**src/rtl/multiword_add_arbiter.sv**
```systemverilog
// Multiword adder shared by four requesters.
// A round-robin arbiter picks one requester in IDLE and captures its operands.
// A single 16-bit carry-select adder then processes one beat per cycle,
// least significant beat first, chaining the carry through a register.
// The result is held in DONE until the consumer takes it.
//
// state | meaning
// IDLE  | no work; grant the next requester in round-robin order
// ADD   | one 16-bit beat per cycle, beat index k
// DONE  | result valid, waiting for rsp_ready

// 16-bit carry-select adder: the low nibble ripples, and each upper nibble is
// precomputed for both carry-in values, then selected by the incoming carry.
module Carry_Select_Adder (
  input  logic [15:0] a,
  input  logic [15:0] b,
  input  logic        cin,
  output logic [15:0] sum,
  output logic        cout
);

  logic [4:0] blk0;
  logic [4:0] blk_c0 [1:3];
  logic [4:0] blk_c1 [1:3];
  logic [4:0] carry;

  // Low nibble uses the real carry-in; upper nibbles compute both options.
  always_comb begin
    blk0 = 5'(a[3:0]) + 5'(b[3:0]) + 5'(cin);
    for (int n = 1; n < 4; n++) begin
      blk_c0[n] = 5'(a[4*n +: 4]) + 5'(b[4*n +: 4]);
      blk_c1[n] = 5'(a[4*n +: 4]) + 5'(b[4*n +: 4]) + 5'd1;
    end
  end

  // Select each upper nibble by the carry out of the nibble below it.
  always_comb begin
    carry    = '0;
    sum      = '0;
    carry[0] = cin;
    sum[3:0] = blk0[3:0];
    carry[1] = blk0[4];
    for (int n = 1; n < 4; n++) begin
      if (carry[n]) begin
        sum[4*n +: 4] = blk_c1[n][3:0];
        carry[n+1]    = blk_c1[n][4];
      end else begin
        sum[4*n +: 4] = blk_c0[n][3:0];
        carry[n+1]    = blk_c0[n][4];
      end
    end
    cout = carry[4];
  end

endmodule

module multiword_add_arbiter #(
  parameter int WORDS = 4
) (
  input  logic                    clk,
  input  logic                    rst,
  input  logic [3:0]              req_valid,
  output logic [3:0]              req_ready,
  input  logic [4*16*WORDS-1:0]   req_a,
  input  logic [4*16*WORDS-1:0]   req_b,
  input  logic [3:0]              req_cin,
  output logic                    rsp_valid,
  input  logic                    rsp_ready,
  output logic [1:0]              rsp_id,
  output logic [16*WORDS-1:0]     rsp_sum,
  output logic                    rsp_cout,
  output logic                    busy
);

  localparam int         W      = 16 * WORDS;
  localparam logic [2:0] K_LAST = 3'(WORDS - 1);

  typedef enum logic [1:0] {
    IDLE = 2'd0,
    ADD  = 2'd1,
    DONE = 2'd2
  } state_t;

  state_t       state;
  state_t       state_next;

  logic [1:0]   ptr;
  logic [2:0]   k;
  logic [W-1:0] a_q;
  logic [W-1:0] b_q;
  logic         cin_q;
  logic         carry_q;

  logic         grant_any;
  logic [1:0]   grant_idx;
  logic [1:0]   cand;

  logic [W-1:0] sel_a;
  logic [W-1:0] sel_b;
  logic         sel_cin;

  logic [15:0]  beat_a;
  logic [15:0]  beat_b;
  logic         beat_cin;
  logic [15:0]  beat_sum;
  logic         beat_cout;

  // Round-robin search starting just after the last winner, wrapping to it last.
  always_comb begin
    grant_any = 1'b0;
    grant_idx = ptr;
    cand      = ptr;
    for (int i = 1; i <= 4; i++) begin
      cand = ptr + 2'(i);
      if (!grant_any && req_valid[cand]) begin
        grant_any = 1'b1;
        grant_idx = cand;
      end
    end
  end

  // Grant strobe only in IDLE and never while reset is applied.
  always_comb begin
    req_ready = 4'b0000;
    if (state == IDLE && !rst && grant_any) begin
      req_ready = 4'b0001 << grant_idx;
    end
  end

  // Operand mux for the winning requester; only sampled on the grant edge.
  always_comb begin
    sel_a   = '0;
    sel_b   = '0;
    sel_cin = 1'b0;
    for (int i = 0; i < 4; i++) begin
      if (grant_idx == 2'(i)) begin
        sel_a   = req_a[i*W +: W];
        sel_b   = req_b[i*W +: W];
        sel_cin = req_cin[i];
      end
    end
  end

  // Current beat slices; beat 0 takes the captured carry-in, later beats chain.
  always_comb begin
    beat_a   = 16'(a_q >> {k, 4'b0000});
    beat_b   = 16'(b_q >> {k, 4'b0000});
    beat_cin = (k == 3'd0) ? cin_q : carry_q;
  end

  Carry_Select_Adder u_csa (
    .a    (beat_a),
    .b    (beat_b),
    .cin  (beat_cin),
    .sum  (beat_sum),
    .cout (beat_cout)
  );

  // Next-state logic.
  always_comb begin
    state_next = state;
    case (state)
      IDLE: if (grant_any) state_next = ADD;
      ADD:  if (k == K_LAST) state_next = DONE;
      DONE: if (rsp_ready) state_next = IDLE;
      default: state_next = IDLE;
    endcase
  end

  // State register.
  always_ff @(posedge clk) begin
    if (rst) begin
      state <= IDLE;
    end else begin
      state <= state_next;
    end
  end

  // Operand capture, beat accumulation and result registers.
  always_ff @(posedge clk) begin
    if (rst) begin
      ptr      <= 2'd3;
      k        <= 3'd0;
      a_q      <= '0;
      b_q      <= '0;
      cin_q    <= 1'b0;
      carry_q  <= 1'b0;
      rsp_sum  <= '0;
      rsp_cout <= 1'b0;
      rsp_id   <= 2'd0;
    end else begin
      case (state)
        IDLE: begin
          if (grant_any) begin
            a_q    <= sel_a;
            b_q    <= sel_b;
            cin_q  <= sel_cin;
            ptr    <= grant_idx;
            rsp_id <= grant_idx;
            k      <= 3'd0;
          end
        end
        ADD: begin
          rsp_sum[{k, 4'b0000} +: 16] <= beat_sum;
          carry_q <= beat_cout;
          if (k == K_LAST) begin
            rsp_cout <= beat_cout;
            k        <= 3'd0;
          end else begin
            k <= k + 3'd1;
          end
        end
        default: ;
      endcase
    end
  end

  assign rsp_valid = (state == DONE);
  assign busy      = (state != IDLE);

endmodule

```
**config.mk**
```make
export PLATFORM = sky130hd
export DESIGN_NAME = multiword_add_arbiter
export DESIGN_NICKNAME = d
export VERILOG_FILES = /design/src/rtl/multiword_add_arbiter.sv
export SDC_FILE = /design/constraint.sdc
export NUM_CORES = 1
export LEC_CHECK = 0
export CELL_PAD_IN_SITES_DETAIL_PLACEMENT = 2
export CELL_PAD_IN_SITES_GLOBAL_PLACEMENT = 2
export CORE_AREA = 2 2 232 234
export DETAILED_ROUTE_END_ITERATION = 10
export DIE_AREA = 0 0 234 236
export DONT_BUFFER_PORTS = 1
export PLACE_DENSITY_LB_ADDON = 0.08
export RECOVER_POWER = 25
export SYNTH_ARGS = -nofsm -noshare
export SYNTH_HDL_FRONTEND = slang
export SYNTH_SLANG_ARGS = --single-unit
```
**constraint.sdc**
```tcl
create_clock -name clk -period 6.1 [get_ports clk]
set_input_delay 0.61 -clock clk [delete_from_list [all_inputs] [get_ports clk]]
set_output_delay 0.61 -clock clk [all_outputs]
set_load 0.02 [all_outputs]
```
Word level (Yosys, flattened, before mapping):

Index checks and enable logic that the tools add are counted.

* flip-flop bits (word level): 204
* output and inout port bits: 73

* add/subtract/negate cells: 13
* magnitude comparators: 4
* equality and inequality tests: 9
* shift-type cells: 5
* mux-type cells: 44
* reduce and logical (&&, ||, !) cells: 18

Operators by type and width (count)
* two-way mux 64 bit: 8
* >> shifter 64 x 7 -> 16 bit: 2
* bitwise mux 64 bit: 1
* variable shift 16 x 9 -> 64 bit (first input constant): 1
* indexed part select 16 x 9 -> 64 bit: 1
* adder 4 x 4 -> 5 bit: 4
* two-way mux 1 bit: 16
* two-way mux 4 bit: 4
* adder 5 x 1 -> 5 bit (second input constant): 3
* two-way mux 2 bit: 7
* < comparator 2 x 3 -> 1 bit (second input constant): 4
* negator 7 -> 9 bit: 1
* binary-select mux 1 bit (select 2 bit): 4
* == test 2 bit (second input constant): 3
* two-way mux 3 bit: 2
* one-hot mux 2 bit (3 select lines): 1
* one-hot mux 3 bit (2 select lines): 1
* AND reduction 2 bit: 3
* adder 5 x 1 -> 5 bit: 1
* logical AND 1 bit: 5
* adder 2 bit (second input constant): 2
* == test 2 x 1 -> 1 bit (second input constant): 2
* zero test 1 bit: 4
* zero test 2 bit: 2
* other kinds (9): 11

Logic depth before layout (Yosys ltp):

Gate-level depths: netlist of the first run.

* depth after elaboration: 18
* gate-level depth with buffers: 16
* gate-level depth less buffers: 14

By module:

A second synthesis of the first run with hierarchy kept.

* cells, all modules: 1426
* area, all modules: 13106.3 sq um

By module, submodules not included
* multiword_add_arbiter: times used 1, cells each 1324, area each 12263.0 sq um, sequential area each 4083.9 sq um
* Carry_Select_Adder: times used 1, cells each 102, area each 843.3 sq um, sequential area each 0.0 sq um

Worst setup path before layout of the first run:

Ideal clock, no wire load.

* kind: register to register
* from: reg k[0]
* to: reg rsp_sum[30]
* setup time: 0.122 ns
* arrival: 4.490 ns
* path slack: 1.488 ns
* stages on the path, launching flop included: 14
* path buffers: 2
* period minus slack after synthesis: 4.612 ns
* path through: dfxtp_1 > clkbuf_1 > buf_1 > mux4_2 > and2_1 > fa_1 > fa_1 > a21o_1 > a21oi_2 > nor4b_4 > xnor2_1 > nor3_2 > or2_1 > a221o_1

* word-level cells in the longest chain between the ends: 8

Ends and longest elaborated chain
* start, declared: RTL line 88 `logic [2:0] k;`
* start signal, assigned: RTL line 210 `k <= k + 3'd1;`
* >> shifter 64 x 7 -> 16 bit, or another cell as far along: RTL line 146 `beat_a = 16'(a_q >> {k, 4'b0000});`
* adder 4 x 4 -> 5 bit, or another cell as far along: RTL line 31, 32
* adder 5 x 1 -> 5 bit (on tied branches): RTL line 32, 29
* two-way mux 1 bit (2 in a row): RTL line 44 `if (carry[n]) begin`
* two-way mux 4 bit: RTL line 44
* indexed part select 16 x 9 -> 64 bit: RTL line 204 `rsp_sum[{k, 4'b0000} +: 16] <= beat_sum;`
* bitwise mux 64 bit (*): RTL line 204
* end signal, assigned by index: RTL line 204
* end, declared: RTL line 70 `output logic [16*WORDS-1:0] rsp_sum,`

Every way passes the cells marked *; elsewhere a longest branch is shown, timed or not.
A chain may end at the register's enable or synchronous reset.

Worst setup path in the final report of the first run:

Ends and elaborated chain as after synthesis.

==> metrics.yaml, run 1 <==
sta:
  skew_ns: 0.0106
  slew_violations: 0
  tightest_slew_ns: 1.05
  fin_hold_ws_ns: 0.134
  timing.final.crit_share: 0.779
  min_period_ns: 4.75
  max_freq_mhz: 211
  hold_violations: 0
  rsz0062_at_grt: "no"
  worst_slack_ns: 1.35
  max_slew_margin: 0.297
  setup-tns-final_ns: 0
  setup_viol: 0
route:
  dr.pass1.iters: 4
  vias: 11200
  wl_um: 55800
  vias_per_cell: 5.18
  route.detailed.drc: 0
  drt_iter0_markers: 487
  antenna_left: 0
  wl_per_cell_um: 25.7
clock_network:
  cts_buffers: 27
  clockRootBuffer: "clkbuf_16"
  postCtsSetupBuffers: 0
  cts_tree: "yes"
  path_clk_slew_ns: 0.05
  h-tree-depth: 1
  ctsResizeCount: 0
  clock_path_buffers: 3
  clock-sinks: 204
  hold_buffers: 0
  clkLatencyLatePin_ns: 0.55
power_and_ir_drop:
  intPower_mw: 3.04
  switching_share: 0.351
  powerDensity_nw_per_um2: 320
  p_clk_frac: 0.340
  power.switching_mw: 1.64
  peakVddDrop_mv: 0.200
  cellLeakagePower_nw: 5.42
  power_frac_seq: 0.347
  power_frac_comb: 0.313
floorplan:
  die_x_um: 234
  die_y_um: 236
  fp-row-count: 85
  die_area_um2: 55200
  coreArea_um2: 53100
  io_pins: 596
  start_util: 0.249
synth:
  yosysUniqueCellTypes: 54
  ys_seq_area_frac: 0.310
  synth_edf_count: 0
  ys_warn_count: 0
  syn_nets: 2093
  ys_async_sr_fraction: 0
  netlist_area_um2: 13200
  syn_avg_cell_area_um2: 8.56
  syn_inst: 1541
  synth_top_flop_cell: "dfxtp_1"
  synth_seq_cells: 204
global_routing:
  grt_pass1_wl_um: 79800
  grt.total_usage: 0.194
  grt_antenna_before_repair: 5
  grt.overflow.total: 0
  grt_max_degree: 208
  grt_pass1_vias: 12100
worst_hold_path:
  holdCritPathClass: "in2reg"
placed_design:
  port_buffers: 0
  dp_hpwl_um: 44000
  dpl_cell_area_um2: 13700
  gp_congestion: 0.844
  dp_worst_setup_slack_ns: 1.29
finish:
  design_area_um2: 14600
  fin_nets: 2006
  area_growth_pct: 10.9
  drive_gt1_frac: 0.158
  finalCoreUtilization: 0.276
worst_setup_path:
  critPathMaxFanout: 21
  slowest_delay_ns: 0.71
  path_class: "reg2reg"
  crit_slowest_cell: "dfxtp_2"
  critPathLaunchType: "flip-flop"
  crit_required_ns: 6.53
  path_cells: "inv_1 > ha_1 > ha_1 > mux2_2 > fa_1 > fa_1 > a21o_1 > a21oi_2 > nor4b_4 > xnor2_1 > nor3_2 > or2_1 > a221o_1"
  cp.arrival_ns: 5.18
  end_kind: "flip-flop"
run:
  drv_cap: 0
outcome:
  outcome: "complete, no violations"
## metrics by stage
| stage | power, mW | cells |
|---|---|---|
| floorplan | 2.66 | 1541 |
| global placement | 3.14 | 2121 |
| detailed placement | 3.16 | 2121 |
| CTS | 4.79 | 2168 |
| global route | 4.97 | 2170 |
| finish | 4.68 | 2170 |
## worst max-delay path: cells and delay by family (launching register included)
family,cells,cell delay (ns)
fa+ha+maj,4,1.41
compound gates,3,0.84
flops,1,0.71
simple gates,3,0.60
xor+xnor,1,0.53
mux,1,0.29
buf+inv,1,0.24
## synthesized netlist by cell type, drive strengths merged (2+ instances only)
master    n  share of area
o31ai     3         0.0017
ha       24          0.023
a211oi   15         0.0089
a21o      4         0.0023
nor4      5         0.0024
or3       3         0.0014
nand2   288          0.082
dfxtp   204           0.31
a21oi   153          0.059
nand2b    8         0.0038
o211ai  138          0.079
a311oi    3         0.0025
nand3b    8         0.0046
xnor2    10         0.0066
nand4     3         0.0014
and2     26          0.012
mux2i   146           0.11
nand3    17         0.0064
nor4b     3         0.0031
o21ai    18         0.0068
a22oi    27          0.015
and3      6         0.0032
mux2    131           0.11
clkbuf   97          0.028
xor2      7         0.0052
mux4     26          0.044
fa        5         0.0076
nor3      9         0.0038
buf      37          0.013
nor2b    12         0.0057
a31oi     4         0.0019
nor3b     2         0.0011
or2       5         0.0024
inv      19         0.0054
nor2     66          0.019
## power groups by stage
stage / Combinational [mW] / Sequential, mW / Clock (mW)
CTS: 1.51 / 1.63 / 1.65
global route: 1.63 / 1.64 / 1.70
global placement: 1.48 / 1.65 / 0
floorplan: 1.10 / 1.57 / 0
detailed placement: 1.50 / 1.66 / 0
finish: 1.47 / 1.62 / 1.59
## logic make-up after synthesis
group	synth area share
muxes	0.267
AOI/OAI and AO/OA	0.180
adders and majority gates	0.0303
xor gates and xnor gates	0.0136
buffers and inverters	0.0456
and+or+nand+nor	0.154
DFF	0.310
## sequential cells by signal, summed over array words and instances (netlist names)
name	count
rsp_sum	64
rsp_cout	1
b_q	64
carry_q	1
cin_q	1
k	3
state	2
ptr	2
a_q	64
rsp_id	2
## layer usage
metal | global-route usage | wire [um]
met1 | 0.254 | 25100
met2 | 0.335 | 27300
met3 | 0.0293 | 2510
met4 | 0.0368 | 868
met5 | 0 | 0
## cell usage in the layout, fill, tap and decap left out, types with 12 or more instances in the layout
cell type,instances
nand2_1,288
dfxtp_1,202
a21oi_1,150
mux2i_1,146
o211ai_1,138
mux2_2,131
nor2_1,65
a22oi_1,27
clkbuf_16,27
mux4_2,26
and2_1,26
ha_1,24
inv_1,19
nand3_1,17
buf_4,15
a211oi_1,14
o21ai_0,14
nor2b_1,12
## final cells by class
type	instances	area, um2
Timing Repair Buffer	18	173
Sequential cell	204	4090
Inverter	19	71.3
Multi-Input combinational cell	1184	8540
Clock inverter	5	78.8
Antenna cell	2	5.00
Clock buffer	42	802
Tap cell	696	871
Fill cell	6001	38400
## final timing paths
path | from | to | slack, ns | cells after the start
worst min-delay path | rst | rsp_sum[8] | 0.13 | 1
worst max-delay path | k[0] | rsp_sum[30] | 1.35 | 13
worst min register to register | a_q[53] | a_q[53] | 0.46 | 2
worst max register to register | k[0] | rsp_sum[30] | 1.35 | 13
Note: power is estimated with default switching activity, not from simulation.
==> run 2, diff against run 1 <==
- clock period: 6.1 -> 4.9 ns (I/O delays scaled with it)
==> run 2 against run 1 <==
  * Wire length shrank 0.67%
  * Sequential share of layout area shrank 0.12 points
  * Power grew 24%
  * Design area grew 0.44%
  * Global-route usage shrank 0.071 points
  * Core utilization grew 0.12 points
  * Critical path type unchanged
==> metrics.yaml, run 2 (same netlist as run 1, synthesis figures left out) <==
run:
  drv_cap: 0  # unchanged
power_and_ir_drop:
  peakVddDrop_mv: 0.204  # was 0.200 mV
  cellLeakagePower_nw: 5.46  # was 5.42 nW
  power_frac_comb: 0.315  # was 0.313
  switching_share: 0.352  # was 0.351
  intPower_mw: 3.77  # was 3.04 mW
  p_clk_frac: 0.339  # was 0.340
  power.switching_mw: 2.05  # was 1.64 mW
  power_frac_seq: 0.346  # was 0.347
  powerDensity_nw_per_um2: 396  # was 320 nW/um2
clock_network:
  postCtsSetupBuffers: 0  # unchanged
  cts_tree: "yes"  # unchanged
  path_clk_slew_ns: 0.06  # was 0.05 ns
  cts_buffers: 27  # unchanged
  h-tree-depth: 1  # unchanged
  clock-sinks: 204  # unchanged
  clockRootBuffer: "clkbuf_16"  # unchanged
  clkLatencyLatePin_ns: 0.54  # was 0.55 ns
  clock_path_buffers: 3  # unchanged
floorplan:
  die_x_um: 234  # unchanged
  die_y_um: 236  # unchanged
  die_area_um2: 55200  # unchanged
  fp-row-count: 85  # unchanged
  coreArea_um2: 53100  # unchanged
  start_util: 0.249  # unchanged
  io_pins: 596  # unchanged
finish:
  reg_top3: "a_q: 64 flops, b_q: 64 flops, rsp_sum: 64 flops"  # unchanged
  finalCoreUtilization: 0.277  # was 0.276
  fin_nets: 2013  # was 2006
  final_cell_mix: "nand2_1 (288), dfxtp_1 (202), a21oi_1 (150), mux2i_1 (146), o211ai_1 (138)"  # unchanged
  design_area_um2: 14700  # was 14600 um2
  fillCellCount: 6061  # was 6001
  area_growth_pct: 11.3  # was 10.9%
  final_common_cell: "nand2_1"  # unchanged
  drive_gt1_frac: 0.162  # was 0.158
global_routing:
  grt_max_degree: 208  # unchanged
  grt.total_usage: 0.193  # was 0.194
  grt_pass1_vias: 12100  # about the same
  grt.overflow.total: 0  # unchanged
  grt_antenna_before_repair: 4  # was 5
  grt_pass1_wl_um: 79800  # about the same
worst_setup_path:
  critical_path.startpoint: "k[0]"  # unchanged
  crit_buf_inv: 1  # unchanged
  crit_slowest_cell: "dfxtp_2"  # unchanged
  r2r_cells: 13  # unchanged
  worstReg2RegEnd: "rsp_sum[30]"  # unchanged
  end_kind: "flip-flop"  # unchanged
  rrSetupSlack_ns: 0.42  # was 1.35 ns
  critPathMaxFanout: 11  # was 21
  slowest_delay_ns: 0.57  # was 0.71 ns
  path_class: "reg2reg"  # unchanged
  path_delay_family: "adder cells"  # unchanged
  cp.arrival_ns: 4.90  # was 5.18 ns
  path_cells: "inv_1 > ha_1 > ha_1 > mux2_2 > fa_1 > fa_1 > a21o_1 > a21oi_2 > nor4b_4 > xor2_2 > a21oi_2 > or2_1 > a221o_1"  # was inv_1 > ha_1 > ha_1 > mux2_2 > fa_1 > fa_1 > a21o_1 > a21oi_2 > nor4b_4 > xnor2_1 > nor3_2 > or2_1 > a221o_1
  crit_required_ns: 5.33  # was 6.53 ns
  endpoint: "rsp_sum[30]"  # unchanged
  worst-path-stages: 13  # unchanged
  critPathLaunchType: "flip-flop"  # unchanged
  timing.rr.start: "k[0]"  # unchanged
worst_hold_path:
  worstHoldPathCells: 1  # unchanged
  holdCritPathClass: "in2reg"  # unchanged
route:
  dr.pass1.iters: 5  # was 4
  drt_iter0_markers: 417  # was 487
  wl_per_cell_um: 25.4  # was 25.7 um
  vias: 11200  # about the same
  vias_per_cell: 5.14  # was 5.18
  route.detailed.drc: 0  # unchanged
  antenna_left: 0  # unchanged
  wl_um: 55400  # was 55800 um
outcome:
  outcome: "complete, no violations"  # unchanged
sta:
  min_period_ns: 4.48  # was 4.75 ns
  worst_slack_ns: 0.424  # was 1.35 ns
  tightest_slew_ns: 0.956  # was 1.05 ns
  max_slew_margin: 0.357  # was 0.297
  max_freq_mhz: 223  # was 211 MHz
  hold_violations: 0  # unchanged
  rsz0062_at_grt: "no"  # unchanged
  fin_hold_ws_ns: 0.0463  # was 0.134 ns
  slew_violations: 0  # unchanged
  setup-tns-final_ns: 0  # unchanged
  skew_ns: 0.00610  # was 0.0106 ns
  timing.final.crit_share: 0.913  # was 0.779
  setup_viol: 0  # unchanged
placed_design:
  dp_worst_setup_slack_ns: 0.323  # was 1.29 ns
  dpl_cell_area_um2: 13800  # was 13700 um2
  dp_hpwl_um: 43700  # was 44000 um
  port_buffers: 0  # unchanged
  gp_congestion: 0.852  # was 0.844
## run 2: area by class of cell
| class | count | area [um2] | share of cell area |
|---|---|---|---|
| timing repair buffer | 25 | 240 | 0.0164 |
| multi-input combinational | 1184 | 8540 | 0.582 |
| sequential | 204 | 4090 | 0.278 |
| tap | 696 | 871 | 0.0593 |
| antenna | 2 | 5.00 | 0.000341 |
| clock buffer | 38 | 777 | 0.0529 |
| inverter | 19 | 71.3 | 0.00485 |
| clock inverter | 9 | 97.6 | 0.00664 |
## run 2: worst min path at each step
stage,from,end,slack (ns)
6_report,rst,rsp_sum[33],0.05
5_1_grt,rst,rsp_sum[41],-0.001
4_1_cts,rst,rsp_sum[36],0.005
3_5_place_dp,b_q[39],b_q[39],0.45
3_3_place_gp,b_q[29],b_q[29],0.44
2_1_floorplan,a_q[13],a_q[13],0.43
## run 2: power groups by stage
stage                     clock network [mW]  logic [mW]  registers, mW
after floorplan                            0        1.36           1.95
after global placement                     0        1.85           2.05
after global routing                    2.11        2.04           2.04
after CTS                               2.04        1.89           2.02
after detailed placement                   0        1.89           2.05
final                                   1.97        1.83           2.01
## run 2: what timing repair did
| item | in CTS | in global routing |
|---|---|---|
| endpoints found under the setup margin | 0 | 6 |
| hold endpoints to repair | 0 | 1 |
| hold buffers | 0 | 1 |
| resized for setup | 0 | 1 |
## run 2: worst reg2reg max path, delay by kind of cell, from the launching register on
kind / cells / cell delay (ns)
AND/OR/NAND/NOR: 2 / 0.44
AO/OA/AOI/OAI: 4 / 1.05
flip-flops: 1 / 0.57
XOR/XNOR: 1 / 0.45
adder cells (fa/ha/maj): 4 / 1.39
multiplexers: 1 / 0.29
buffers and inverters: 1 / 0.18
## run 2: stage by stage
step           power [mW]  std cells
2_1_floorplan        3.31       1541
3_3_place_gp         3.91       2127
3_5_place_dp         3.94       2127
4_1_cts              5.96       2174
5_1_grt              6.19       2177
6_report             5.82       2177
## run 2: layer usage
layer,vias up,share of wire,global-route usage
met5,-,0,0
met1,5461,0.45,0.260
met3,45,0.042,0.0270
li1,5390,-,-
met4,0,0.015,0.0295
met2,302,0.49,0.332
==> edit 1, RTL diff (flow settings as in run 2) <==
The 3 states of `state_t` get a one-hot encoding in 3 bits.
--- a/src/rtl/multiword_add_arbiter.sv
+++ b/src/rtl/multiword_add_arbiter.sv
@@ -77,6 +77,6 @@
 
-  typedef enum logic [1:0] {
-    IDLE = 2'd0,
-    ADD  = 2'd1,
-    DONE = 2'd2
+  typedef enum logic [2:0] {
+    IDLE = 3'b001,
+    ADD  = 3'b010,
+    DONE = 3'b100
   } state_t;
Behaviour: no difference found for any inputs over 4 cycles, from zero or initial values and one cycle with rst high; so few cycles prove little.
==> edit 1 against run 2 <==
- final cell count down 0.46%
- worst setup slack worse by 56 ps
- clock power up 4%
- synthesized cell count up 0.26%
- maximum frequency down 1.2%
- total power up 14%
- synthesized area down 1.8%
- final area down 1.8%
- wire length up 3.4%
- sequential cell count up 1
- count of clock-buffer cells in the layout up 2
==> edit 1: results (changes against run 2) <==
stage;metric;value;unit;change
cells_and_area;final_cells;2167;;-0.46%
timing;slew_headroom;35.1;%;-0.58 points
detailed_routing;wire_per_inst;26.4;um;+3.9%
global_route;grt.total_usage;20.0;%;+0.66 points
placed_design;hpwlAfterDp;44.5;mm;+1.9%
clock_network;clkSinkCount;205;;+0.49%
placed_design;post-place-ws;318;ps;-4.32 ps
outcome;status;complete, no violations;;
cells_and_area;clk_share;6.31;%;+0.35 points
synth;synth_cell_types;51;;-5.6%
cells_and_area;fill_cells;6024;;-0.61%
worst_setup_path;crit_path_end;rsp_sum[13]$_SDFFE_PP0P_;;
cells_and_area;nMultiInputCombCells;1170;;-1.2%
cells_and_area;buffers;22;;-12%
placed_design;placedInstanceArea;0.0135;mm2;-2.2%
global_route;grt_pass1_wl;81.9;mm;+2.7%
power;internal_power;0.00404;W;+7.3%
detailed_routing;met3_wirelength;3.56;mm;+53%
synth;ys_top_cells_by_count;a211oi_1 (270), dfxtp_1 (205), nor2_1 (190);;
placed_design;globalplace.congestion;0.785;;-7.9%
cells_and_area;finalNetCount;2003;;-0.50%
synth;synth.area.mux_share;15.3;%;-11 points
global_route;grt_use_met1;26.8;%;+0.80 points
cells_and_area;n_all_inverters;25;;+6
worst_setup_path;r2r-start;k[1]$_SDFFE_PP0P_;;
power;comb_power_share;36.6;%;+5.1 points
global_route;grt_max_degree;197;;-5.3%
worst_setup_path;crit_path_max_fanout;22;;+11
cells_and_area;seq_area_share;28.5;%;+0.67 points
clock_network;ctsHoldBuffers;1;;+1
[edit 1: cell types whose count changed in the layout (fill, tap and decap cells not counted), moves of 14 or more]
| cell | run 2 | this run |
|---|---|---|
| nor2b_1 | 12 | 136 |
| nor2_1 | 65 | 190 |
| a21oi_1 | 150 | 164 |
| a211oi_1 | 14 | 269 |
| nand2_1 | 288 | 48 |
| o211ai_1 | 138 | 1 |
| mux2_2 | 131 | 1 |
[edit 1: worst min path at each step]
stage,from,end,cells after the start
finish,rst,rsp_sum[10]$_SDFFE_PP0P_,1
CTS,rst,rsp_sum[11]$_SDFFE_PP0P_,1
detailed placement,a_q[48]$_SDFFE_PP0P_,a_q[48]$_SDFFE_PP0P_,2
global placement,a_q[48]$_SDFFE_PP0P_,a_q[48]$_SDFFE_PP0P_,2
global route,rst,a_q[61]$_SDFFE_PP0P_,1
floorplan,a_q[13]$_SDFFE_PP0P_,a_q[13]$_SDFFE_PP0P_,2
==> edit 2, RTL diff (flow settings as in run 2) <==
Without the edit above. The parameter `WORDS` goes from 4 to 2.
--- a/src/rtl/multiword_add_arbiter.sv
+++ b/src/rtl/multiword_add_arbiter.sv
@@ -57,3 +57,3 @@
 module multiword_add_arbiter #(
-  parameter int WORDS = 4
+  parameter int WORDS = 2
 ) (
Interface: changed (resized req_a, req_b and rsp_sum); port bits go from 596 to 308. No check against the original RTL was run, so the function may have changed too.
==> edit 2 against run 2 <==
- synthesized area is 46% lower
- global-route usage is 6.6 points lower
- via count is 37% lower
- sequential cell count is 96 lower
- clock power is 60% lower
- first-iteration DRC count is 49% lower
- critical path depth is 1 higher
- final area is 44% lower
- non-clock buffer count is 13 lower
- maximum frequency is 10% higher
- total power is 44% lower
- worst setup slack better by 410 ps
- wire length is 36% lower
- critical endpoint unchanged
==> edit 2: results (changes against run 2) <==
stage;metric;value;unit;change
detailed_routing;wire_per_inst;20.5;um;-20%
synth;ys_top_cells_by_count;nand2_1 (359), nand3_1 (196), dfxtp_1 (108);;
detailed_routing;vias;7073;;-37%
synth;syn_nets;1382;;-34%
global_route;grt.total_usage;12.8;%;-6.6 points
worst_setup_path;critPathMaxStageDelay;470;ps;-100 ps
outcome;status;complete, no violations;;
cells_and_area;drive_above_1_share;4.86;%;-11 points
global_route;grt_max_degree;134;;-36%
clock_network;cts_buffers;9;;-67%
worst_setup_path;reg2reg_depth;14;;+1
synth;ys_seq_area_share;30.1;%;-0.82 points
power;ir_worst_vdd;0.000128;V;-37%
clock_network;cts_buffer_depth;2;;-1
global_route;grt_pass1_vias;7782;;-36%
placed_design;globalplace.congestion;0.717;;-16%
global_route;antenna_found_initial;0;;-4
cells_and_area;finalNetCount;1318;;-35%
cells_and_area;antennaDiodeCount;0;;-2
cells_and_area;fill_cells;6271;;+3.5%
cells_and_area;synthToLayoutAreaGrowth;13.8;%;
power;p_leak;3.15;nW;-42%
worst_setup_path;crit_path_max_fanout;5;;-6
detailed_routing;dr.first_iter.drc_count;214;;-49%
worst_setup_path;critPathArrivalTime;4290;ps;-610 ps
worst_setup_path;slowest_stage;and4_1;;
clock_network;clkLatencyLatePin;380;ps;-160 ps
detailed_routing;first_pass_iters;4;;-1
synth;synth_cell_types;47;;-13%
worst_setup_path;r2r-start;k[1]$_SDFFE_PP0P_;;
clock_network;path_clk_slew;80;ps;+20 ps
worst_setup_path;reg2reg_slack;830;ps;+410 ps
cells_and_area;final_cells;1724;;-21%
synth;yosys-top-cells-area;dfxtp_1 (30%), nand2_1 (19%), nand3_1 (14%);;
global_route;grt_pass1_wl;52.2;mm;-35%
clock_network;cts-htree-levels;3;;+2
placed_design;hpwlAfterDp;27.1;mm;-38%
[edit 2: changes by cell type after synthesis, sizes merged, moves of 24 or more]
cell / run 2 / this run
nand3: 17 / 196
o211ai: 138 / 0
mux2: 131 / 5
mux2i: 146 / 34
dfxtp: 204 / 108
nand2: 288 / 359
a21oi: 153 / 92
a22oi: 27 / 1
mux4: 26 / 0
and2: 26 / 2
buf: 37 / 13
[edit 2: area by class of cell]
| class | count | area share, % |
|---|---|---|
| multi-input combinational | 874 | 56.9 |
| sequential | 108 | 26.5 |
| tap | 696 | 10.7 |
| clock buffer | 11 | 2.97 |
| timing repair buffer | 12 | 1.41 |
| inverter | 18 | 0.827 |
| clock inverter | 5 | 0.750 |
[edit 2: how the worst max path moves through the flow]
stage	from	end	slack, ps	cells after the start
3_5_place_dp	k[1]$_SDFFE_PP0P_	rsp_sum[30]$_SDFFE_PP0P_	820	14
5_1_grt	k[1]$_SDFFE_PP0P_	rsp_sum[14]$_SDFFE_PP0P_	570	14
6_report	k[1]$_SDFFE_PP0P_	rsp_sum[30]$_SDFFE_PP0P_	830	14
4_1_cts	k[1]$_SDFFE_PP0P_	rsp_sum[14]$_SDFFE_PP0P_	810	14
2_1_floorplan	k[0]$_SDFFE_PP0P_	rsp_sum[31]$_SDFFE_PP0P_	500	17
3_3_place_gp	k[1]$_SDFFE_PP0P_	rsp_sum[14]$_SDFFE_PP0P_	870	14
[edit 2: through the flow]
| stage | setup slack, ps | hold WS, ps |
|---|---|---|
| after detailed placement | 824 | 449 |
| after global placement | 873 | 444 |
| after global routing | 568 | 167 |
| final | 831 | 180 |
| after CTS | 806 | 164 |
| after floorplan | 499 | 433 |
[edit 2: report_power, final]
part / leakage [nW] / switching (W) / internal, W
clock: 0.138 / 0.000372 / 0.000412
sequential: 0.888 / 0.000125 / 0.00100
combinational: 2.12 / 0.000913 / 0.000435
total: 3.15 / 0.00141 / 0.00185
[edit 2: layer usage]
metal	global-route usage (%)	up-vias	wire, um
li1	-	3505	-
met1	17.6	3399	17200
met2	20.2	150	16100
met3	2.94	19	1690
met4	2.24	0	323
met5	0	-	0
[edit 2: cells by family after synthesis]
family	Yosys count	synth area share, %
AND/OR/NAND/NOR	655	39.4
AO/OA/AOI/OAI	133	10.8
flip-flops	108	30.1
buffers and inverters	105	6.03
multiplexers	39	5.53
adder cells (fa/ha/maj)	28	5.40
XOR/XNOR	19	2.69
